--- src/rtl/ram_loader_if.sv ---
// Byte-stream handshake and RAM strobe bus between ram_loader (master) and its environment.
interface ram_loader_if;
  logic [7:0] byte_in;
  logic       byte_valid;
  logic       byte_ready;
  logic [7:0] ram_a;
  logic       ram_sa;
  logic       ram_s;
  logic       ram_e;
  logic [7:0] ram_d_in;
  logic [7:0] ram_d_out;

  modport master (
    input  byte_in,
    input  byte_valid,
    input  ram_d_out,
    output byte_ready,
    output ram_a,
    output ram_sa,
    output ram_s,
    output ram_e,
    output ram_d_in
  );

  modport slave (
    output byte_in,
    output byte_valid,
    output ram_d_out,
    input  byte_ready,
    input  ram_a,
    input  ram_sa,
    input  ram_s,
    input  ram_e,
    input  ram_d_in
  );
endinterface

--- src/rtl/ram_loader.sv ---
// ram_loader: writes a byte stream into consecutive RAM locations via address-set/data-set strobes.
// Optional readback check of every written byte is compiled in with `define LOADER_VERIFY_EN.
module ram_loader #(
  parameter int unsigned TIMEOUT_CYCLES = 1023
) (
  input  logic         clk,
  input  logic         reset,
  input  logic         start,
  input  logic [7:0]   base_addr,
  input  logic [8:0]   length,
  output logic         busy,
  output logic         cpu_hold,
  output logic         done,
  output logic         timeout,
  output logic         verify_err,
  output logic [8:0]   load_count,
  ram_loader_if.master bus
);

  typedef enum logic [2:0] {
    StIdle,
    StWaitByte,
    StSetAddr,
    StWrite,
`ifdef LOADER_VERIFY_EN
    StVerify,
`endif
    StFinish
  } state_e;

  localparam bit          TimeoutEn   = (TIMEOUT_CYCLES != 0);
  localparam int unsigned WaitLastInt = (TIMEOUT_CYCLES == 0) ? 0 : TIMEOUT_CYCLES - 1;
  localparam logic [9:0]  WaitLast    = WaitLastInt[9:0];

  state_e     state_q, state_d;
  logic [7:0] addr_q, addr_d;
  logic [8:0] len_q, len_d;
  logic [8:0] cnt_q, cnt_d;
  logic [7:0] hold_q, hold_d;
  logic [9:0] wait_q, wait_d;
  logic       timeout_q, timeout_d;
  logic       advance;
`ifdef LOADER_VERIFY_EN
  logic       verr_q, verr_d;
`else
  logic [7:0] unused_rd;
  assign unused_rd = bus.ram_d_out;
`endif

  always_ff @(posedge clk) begin
    if (reset) begin
      state_q   <= StIdle;
      addr_q    <= '0;
      len_q     <= '0;
      cnt_q     <= '0;
      hold_q    <= '0;
      wait_q    <= '0;
      timeout_q <= 1'b0;
`ifdef LOADER_VERIFY_EN
      verr_q    <= 1'b0;
`endif
    end else begin
      state_q   <= state_d;
      addr_q    <= addr_d;
      len_q     <= len_d;
      cnt_q     <= cnt_d;
      hold_q    <= hold_d;
      wait_q    <= wait_d;
      timeout_q <= timeout_d;
`ifdef LOADER_VERIFY_EN
      verr_q    <= verr_d;
`endif
    end
  end

  always_comb begin
    state_d   = state_q;
    addr_d    = addr_q;
    len_d     = len_q;
    cnt_d     = cnt_q;
    hold_d    = hold_q;
    wait_d    = wait_q;
    timeout_d = timeout_q;
`ifdef LOADER_VERIFY_EN
    verr_d    = verr_q;
`endif
    advance   = 1'b0;

    unique case (state_q)
      StIdle: begin
        if (start) begin
          addr_d    = base_addr;
          len_d     = length;
          cnt_d     = '0;
          wait_d    = '0;
          timeout_d = 1'b0;
`ifdef LOADER_VERIFY_EN
          verr_d    = 1'b0;
`endif
          state_d   = (length == 9'd0) ? StFinish : StWaitByte;
        end
      end
      StWaitByte: begin
        if (bus.byte_valid) begin
          hold_d  = bus.byte_in;
          state_d = StSetAddr;
        end else if (TimeoutEn && (wait_q == WaitLast)) begin
          timeout_d = 1'b1;
          state_d   = StFinish;
        end else begin
          wait_d = wait_q + 10'd1;
        end
      end
      StSetAddr: state_d = StWrite;
      StWrite: begin
`ifdef LOADER_VERIFY_EN
        state_d = StVerify;
`else
        advance = 1'b1;
`endif
      end
`ifdef LOADER_VERIFY_EN
      StVerify: begin
        // Mismatch is only flagged; the load carries on.
        if (bus.ram_d_out != hold_q) verr_d = 1'b1;
        advance = 1'b1;
      end
`endif
      StFinish: state_d = StIdle;
      default:  state_d = StIdle;
    endcase

    if (advance) begin
      cnt_d  = cnt_q + 9'd1;
      addr_d = addr_q + 8'd1;
      if ((cnt_q + 9'd1) == len_q) begin
        state_d = StFinish;
      end else begin
        state_d = StWaitByte;
        wait_d  = '0;
      end
    end
  end

  assign busy           = (state_q != StIdle);
  assign cpu_hold       = busy;
  assign done           = (state_q == StFinish);
  assign timeout        = timeout_q;
  assign load_count     = cnt_q;
  assign bus.byte_ready = (state_q == StWaitByte);
  assign bus.ram_a      = busy ? addr_q : 8'h00;
  assign bus.ram_sa     = (state_q == StSetAddr);
  assign bus.ram_s      = (state_q == StWrite);
  assign bus.ram_d_in   = (state_q == StWrite) ? hold_q : 8'h00;
`ifdef LOADER_VERIFY_EN
  assign bus.ram_e      = (state_q == StVerify);
  assign verify_err     = verr_q;
`else
  assign bus.ram_e      = 1'b0;
  assign verify_err     = 1'b0;
`endif

endmodule
--- src/flat_wrapper.sv ---
// flat-port wrapper written by rule: the top's interface ports become plain ports
module ram_loader_flat 
#(
  parameter int unsigned TIMEOUT_CYCLES = 1023
)
  (clk, reset, start, base_addr, length, busy, cpu_hold, done, timeout, verify_err, load_count, bus_byte_in, bus_byte_valid, bus_ram_d_out, bus_byte_ready, bus_ram_a, bus_ram_sa, bus_ram_s, bus_ram_e, bus_ram_d_in);
  ram_loader_if bus_i ();
  input  logic clk;
  input  logic reset;
  input  logic start;
  input  logic [7:0] base_addr;
  input  logic [8:0] length;
  output logic busy;
  output logic cpu_hold;
  output logic done;
  output logic timeout;
  output logic verify_err;
  output logic [8:0] load_count;
  input wire logic [$bits(bus_i.byte_in)-1:0] bus_byte_in;
  input wire logic [$bits(bus_i.byte_valid)-1:0] bus_byte_valid;
  input wire logic [$bits(bus_i.ram_d_out)-1:0] bus_ram_d_out;
  output wire logic [$bits(bus_i.byte_ready)-1:0] bus_byte_ready;
  output wire logic [$bits(bus_i.ram_a)-1:0] bus_ram_a;
  output wire logic [$bits(bus_i.ram_sa)-1:0] bus_ram_sa;
  output wire logic [$bits(bus_i.ram_s)-1:0] bus_ram_s;
  output wire logic [$bits(bus_i.ram_e)-1:0] bus_ram_e;
  output wire logic [$bits(bus_i.ram_d_in)-1:0] bus_ram_d_in;
  assign bus_i.byte_in = bus_byte_in;
  assign bus_i.byte_valid = bus_byte_valid;
  assign bus_i.ram_d_out = bus_ram_d_out;
  assign bus_byte_ready = bus_i.byte_ready;
  assign bus_ram_a = bus_i.ram_a;
  assign bus_ram_sa = bus_i.ram_sa;
  assign bus_ram_s = bus_i.ram_s;
  assign bus_ram_e = bus_i.ram_e;
  assign bus_ram_d_in = bus_i.ram_d_in;
  ram_loader #(.TIMEOUT_CYCLES(TIMEOUT_CYCLES)) u_core (.clk(clk), .reset(reset), .start(start), .base_addr(base_addr), .length(length), .busy(busy), .cpu_hold(cpu_hold), .done(done), .timeout(timeout), .verify_err(verify_err), .load_count(load_count), .bus(bus_i));
endmodule
--- config.mk ---
export PLATFORM = sky130hd
export DESIGN_NAME = ram_loader_flat
export DESIGN_NICKNAME = d
export VERILOG_FILES = /design/src/rtl/ram_loader_if.sv /design/src/rtl/ram_loader.sv /design/src/flat_wrapper.sv
export SDC_FILE = /design/constraint.sdc
export NUM_CORES = 1
export LEC_CHECK = 0
export CAP_MARGIN = 0
export CORE_MARGIN = 2
export CORE_UTILIZATION = 25
export DETAILED_ROUTE_END_ITERATION = 8
export DONT_BUFFER_PORTS = 1
export GPL_ROUTABILITY_DRIVEN = 0
export PLACE_DENSITY = 0.41
export REMOVE_ABC_BUFFERS = 1
export SKIP_LAST_GASP = 1
export SLEW_MARGIN = 20
export SYNTH_ARGS = -nofsm -noshare
export SYNTH_HDL_FRONTEND = slang
export SYNTH_SLANG_ARGS = --single-unit
--- constraint.sdc ---
create_clock -name clk -period 2.08 [get_ports clk]
set_input_delay 0.624 -clock clk [delete_from_list [all_inputs] [get_ports clk]]
set_output_delay 0.624 -clock clk [all_outputs]
set_load 0.05 [all_outputs]
==> metrics, run 1 <==
first-pass GRT wire length 12.87 mm; port bufs 0; number of synthesized flops with an enable pin 0; Post-synth ARST share 0%; cell taking the most area after synthesis dfxtp_1; CP bufs+invs 1; #FFs+latches synth 48; Peak VDD IR 0.0002035 V; # diodes 0; layout cells sized above 1 22.28%; Cells after Synth 355; CP peak stage delay 0.44 ns; Tot GR Track Use 13.92%; post-cts hold buffer count 0; Top FF cell, synth dfxtp_1; TritonCTS clock tree done; clock latency on the worst-skew pair 0.30 ns; Die Span X 108.0 microns; CP top delay family simple AND/OR/NAND/NOR gates; area share of the largest cell type after synthesis 35.56%; Tcrit/Tclk final 98.56%; register area share after synthesis a little over a third; CTS Buf Count 5; NumNets Final roughly 440; most common cell in the netlist nand2_1; hpwl dp 5.637 mm; RSZ-0062 raised after global routing yes; vias in the first global route 2541; Sink Count 48; Slew headroom between 60% and 70%; maximum clock rate roughly 490 MHz; Initial Util about 26%; synth unique cells 56; Initial DRT Pass Iterations 5; r2r worst-path depth 7; core area 0.01042 sq mm; endpoint class of the critical path output pin; status finished clean; max-cap viol count 0; full die area approximately 0.012 sq mm; Startpoint Class flop; crit path max fanout 6; Critical-path top delay cell or3_4; Via density 5.006; top cells by area, synth dfxtp_1 (36%), nand2_1 (9.0%), a21oi_1 (7.4%); synthesized area per cell 7.613 sq um; # setup viols final 0; R2R Path Start u_core.load_count[3]; Post-DRT Antenna Nets 0; Final Hold Viols 0; routed wire length 8.037 mm; post-DR wirelength/cell 15.14 microns; Slew @ Worst Pin 0.5447 ns; DR iter-0 viols 106; post-route minimum period just over 2 ns; Worst Hold Class input port to flop; flop2flop setup slack 0.16 ns; Crit Path Class flop to output pin; Clock Path Buffers 2; Arr. time, crit path between 1 and 1.5 ns; CTS root buf clkbuf_8; initial antenna violation count 0; num rows 37; pwr/cell area 594.6 mW/mm^2; Leakage Power 1.314 nW; largest net degree at the start of global routing 38; hold worst-path end u_core.load_count[0]; Ys Warns 0; # DRC 0; Area Overhead vs Synth 30.97%; Clock Skew 0.01037 ns; I/O pins roughly 70; Post-Place Cell Area 0.003364 sq mm; total power ~2.1 mW; die height 108.0 microns; CP Data Required Time 1.46 ns; Final Max Tran Viols 0; HP Start reset; synth cell count leaders nand2_1 (65), dfxtp_1 (48), a21oi_1 (40), nor2_1 (29), and2_1 (20); RR Endpoint u_core.wait_q[8]; Netlist Area Pre-Place 0.002703 sq mm; DR vias roughly 2700; crit-path cells or3_4 > and2_4 > buf_12; grt ovf 0; cell depth of the worst hold path 1; H-tree levels 2; Clk pin slew, worst setup/hold paths 0.09 ns; post-route design area about 0.0035 sq mm
[stage by stage]
| stage | utilization, % | setup slack [ns] | cells | TNS [ns] | hold WS, ns |
|---|---|---|---|---|---|
| after floorplan | - | -0.7078 | 334 | -13.29 | 0.4257 |
| after global placement | 32.30 | 0.1024 | 519 | 0 | 0.4321 |
| after detailed placement | 32.30 | 0.1002 | 519 | 0 | 0.4369 |
| after CTS | 33.29 | -0.01227 | 528 | -0.07008 | 0.3732 |
| after global routing | 33.98 | -0.02400 | 531 | -0.1265 | 0.3636 |
| final | 33.98 | 0.02985 | 531 | 0 | 0.3805 |
[layout make-up]
class / instances / area, sq um
inverter: 8 / 32.53
timing repair buffer: 52 / 603.1
clock buffer: 6 / 72.57
tap: 136 / 170.2
sequential: 48 / 964.7
multi-input combinational: 280 / 1692
fill: 1115 / 6877
clock inverter: 1 / 5.005
[layout by cell type (no fill, tap or decap), drive strengths merged, types with 2 or more instances in the layout]
master  count
and2       20
dfxtp      48
nand4b      3
ha          4
nor3b       4
or3         3
conb        2
inv         8
a22oi       3
buf        52
a21oi      40
nand4       6
nand3      12
xnor2       7
nor3       11
and4        4
nor4        5
o21bai      2
o21ai      17
xor2        6
a211oi      4
a31oi       8
clkbuf      6
nor2       30
a221oi      2
a41oi       4
nand2      66
[power breakdown]
part | internal [mW] | switching (mW)
registers | 0.964 | 0.0473
clock network | 0.230 | 0.313
logic | 0.215 | 0.335
total | 1.41 | 0.696
[flip-flops by register name, summed over array words and instances, names as in the netlist]
name,flops
u_core.wait_q,10
u_core.len_q,9
u_core.state_q,3
u_core.timeout,1
u_core.addr_q,8
u_core.load_count,9
u_core.hold_q,8
[metal layers]
metal / up-vias / track usage (%) / share of wire, % / wire [microns]
li1: 1339 / - / - / -
met1: 1260 / 18.15 / 47 / 3808
met2: 52 / 22.73 / 46 / 3721
met3: 7 / 3.556 / 4.9 / 392
met4: 0 / 4.029 / 1.4 / 115
met5: - / 0 / 0 / 0
[what timing repair did]
| item | in CTS | in global routing |
|---|---|---|
| pin swaps | 2 | 5 |
| endpoints found under the setup margin | 18 | 28 |
| setup buffers | 1 | 2 |
| cloned | 1 | 1 |
| hold endpoints to repair | 0 | 0 |
| gates resized for setup | 4 | 14 |
[how the worst max path moves through the flow]
stage                                    start               end  slack (ns)  depth (start not counted)
after floorplan              u_core.state_q[0]   bus_ram_d_in[0]       -0.71                          3
after global placement    u_core.load_count[0]  u_core.wait_q[9]        0.10                          7
after detailed placement  u_core.load_count[0]  u_core.wait_q[1]        0.10                          7
after CTS                    u_core.state_q[0]      bus_ram_a[4]       -0.01                          3
after global routing         u_core.state_q[1]      bus_ram_a[3]       -0.02                          3
final                        u_core.state_q[1]      bus_ram_a[4]        0.03                          3
[kinds of logic after synthesis]
| logic type | synth area share (%) |
|---|---|
| other cells | 0.1388 |
| mux | 0.7870 |
| fa+ha+maj | 1.852 |
| compound gates | 20.37 |
| buf+inv | 4.722 |
| flops | 35.56 |
| xor+xnor | 4.213 |
| simple gates | 32.36 |
(Power assumes the default switching activity.)
==> run 2, diff against run 1 <==
--- a/config.mk
+++ b/config.mk
@@ -5,6 +5,7 @@
 export SDC_FILE = /design/constraint.sdc
 export NUM_CORES = 1
 export LEC_CHECK = 0
+export ABC_CLOCK_PERIOD_IN_PS = 1880
 export CAP_MARGIN = 0
 export CORE_MARGIN = 2
 export CORE_UTILIZATION = 25
==> constraint.sdc (replaced) <==
create_clock -name clk -period 1.88 [get_ports clk]
set_input_delay 0.564 -clock clk [delete_from_list [all_inputs] [get_ports clk]]
set_output_delay 0.564 -clock clk [all_outputs]
set_load 0.05 [all_outputs]
==> metrics, run 2 (synthesized netlist as in run 1, its figures left out) <==
status complete, but fails checks; failing checks setup timing; post-route design area 0.003779 sq mm (+6.8%); Sink Count 48 (unchanged); die height 108.0 microns (unchanged); M2 GR Usage 23.99% (+1.3 points); Clock Path Buffers 2 (unchanged); num rows 37 (unchanged); most frequent cells in the layout nand2_1 (64), buf_4 (49), a21oi_1 (39), dfxtp_1 (39), nor2_1 (28); Slew @ Worst Pin 0.5257 ns (-0.01893 ns); NumNets Final 457 (+4.8%); smallest hold slack 0.3122 ns (-0.06823 ns); Tcrit/Tclk final 105.9%; # DRC 0 (unchanged); Util after Layout 36.28% (+2.3 points); area occupied by multi-input gates 0.001732 sq mm (+2.4%); Clock Skew 0.01170 ns (+0.001332 ns); Tot GR Track Use 15.02% (+1.1 points); I/O pins 71 (unchanged); routed wire length 8.426 mm (+4.8%); Arr. time, crit path 1.43 ns (about the same); endpoint class of the critical path output pin; Worst Hold Class input port to flop; DR vias 2755 (+3.6%); total power 2.399 mW (+14%); CTS Buf Count 5 (unchanged); crit-path cells or3_4 > and2_4 > buf_12; max FFs per register 10 (unchanged); Final Max Tran Viols 0 (unchanged); post-DR wirelength/cell 15.26 microns (+0.85%); H-tree levels 2 (unchanged); fin worst setup slack -0.1109 ns (-0.1407 ns); Startpoint Class flop; Peak VDD IR 0.0002905 V (+43%); met1 Usage GRT 19.68% (+1.5 points); pwr/cell area 634.8 mW/mm^2 (+6.8%); register area 984.7 sq um (+2.1%); # setup viols final 19 (+19); Initial Util 25.95% (unchanged); Initial DRT Pass Iterations 4 (-1); DR iter-0 viols 83 (-22%); largest reg by FF count u_core.wait_q; # diodes 0 (unchanged); Crit Path Class flop to output pin; worst setup path start u_core.state_q[0]; post-route minimum period 1.991 ns; max-cap viol count 0 (unchanged); grt ovf 0 (unchanged); fill cell count 1106 (-0.81%); Via density 4.991 (-0.29%); CP peak stage delay 0.43 ns (about the same); HP Start reset; crit path max fanout 5 (-1); Die Span X 108.0 microns (unchanged); full die area 0.01166 sq mm (unchanged); met3 usage 3.737% (+0.18 points); CP top delay family simple AND/OR/NAND/NOR gates; first-pass GRT wire length 13.95 mm (+8.4%); R2R Path Start u_core.load_count[0]; largest net degree at the start of global routing 38 (unchanged); TritonCTS clock tree done; vias in the first global route 2739 (+7.8%); CP Data Required Time 1.32 ns (-0.14 ns); maximum clock rate 502.3 MHz; pre-CTS WS -0.06816 ns (-0.1683 ns); Clk pin slew, worst setup/hold paths 0.10 ns (about the same); Critical-path top delay cell or3_4; Final Hold Viols 0 (unchanged); CP bufs+invs 1 (unchanged); Leakage Power 1.430 nW (+8.8%); clock latency on the worst-skew pair 0.30 ns (about the same); core area 0.01042 sq mm (unchanged); Post-DRT Antenna Nets 0 (unchanged); most common cell after layout, fill and taps aside nand2_1; layout cells sized above 1 29.09% (+6.8 points); Area Overhead vs Synth 39.81%; initial antenna violation count 0 (unchanged); port bufs 0 (unchanged); CTS root buf clkbuf_8; GRT Max-Usage Layer met2; Post-Place Cell Area 0.003472 sq mm (+3.2%); hpwl dp 5.824 mm (+3.3%); RSZ-0062 raised after global routing yes; Slew headroom 64.90% (+1.3 points)
==> run 2: changes by cell type in the layout (fill, tap and decap cells not counted), sizes merged <==
cell and delta:
buf +21
==> run 2: layout make-up <==
type                       count  area share, %
clock buffer                   6          1.921
clock inverter                 1         0.1325
inverter                       8         0.8609
multi-input combinational    280          45.83
sequential                    48          26.06
tap                          136          4.503
timing repair buffer          73          20.70
==> run 2: path summary, 6_finish.rpt <==
check	endpoint	slack (ns)	cells past startpoint
hold reg to reg	u_core.hold_q[3]	0.45	2
hold / removal	u_core.load_count[1]	0.31	1
setup reg to reg	u_core.wait_q[0]	0.07	8
setup / recovery	bus_ram_a[4]	-0.11	3
==> run 2: routing by layer <==
layer | vias to the layer above | wire length (microns)
met1 | 1300 | 3939
met3 | 13 | 477
met5 | - | 0
met4 | 0 | 160
li1 | 1378 | -
met2 | 64 | 3849
==> run 2: through the flow <==
step / TNS (ns) / cells
after floorplan: -23.11 / 334
after global placement: -0.6946 / 535
after detailed placement: -0.7681 / 535
after CTS: -1.507 / 548
after global routing: -2.444 / 552
final: -1.283 / 552
==> run 2: where the power goes <==
part | leakage (nW) | internal [mW] | switching [mW] | total (mW)
registers | 0.396 | 1.06 | 0.0525 | 1.12
clock network | 0.0410 | 0.255 | 0.366 | 0.621
logic | 0.993 | 0.274 | 0.387 | 0.661
total | 1.43 | 1.59 | 0.805 | 2.40
==> run 2: repair_timing <==
item,CTS,global route
buffers inserted,4,4
cloned,2,0
resized for setup,21,28
endpoints found under the setup margin,30,42
hold buffers,0,0
pin swaps,10,12
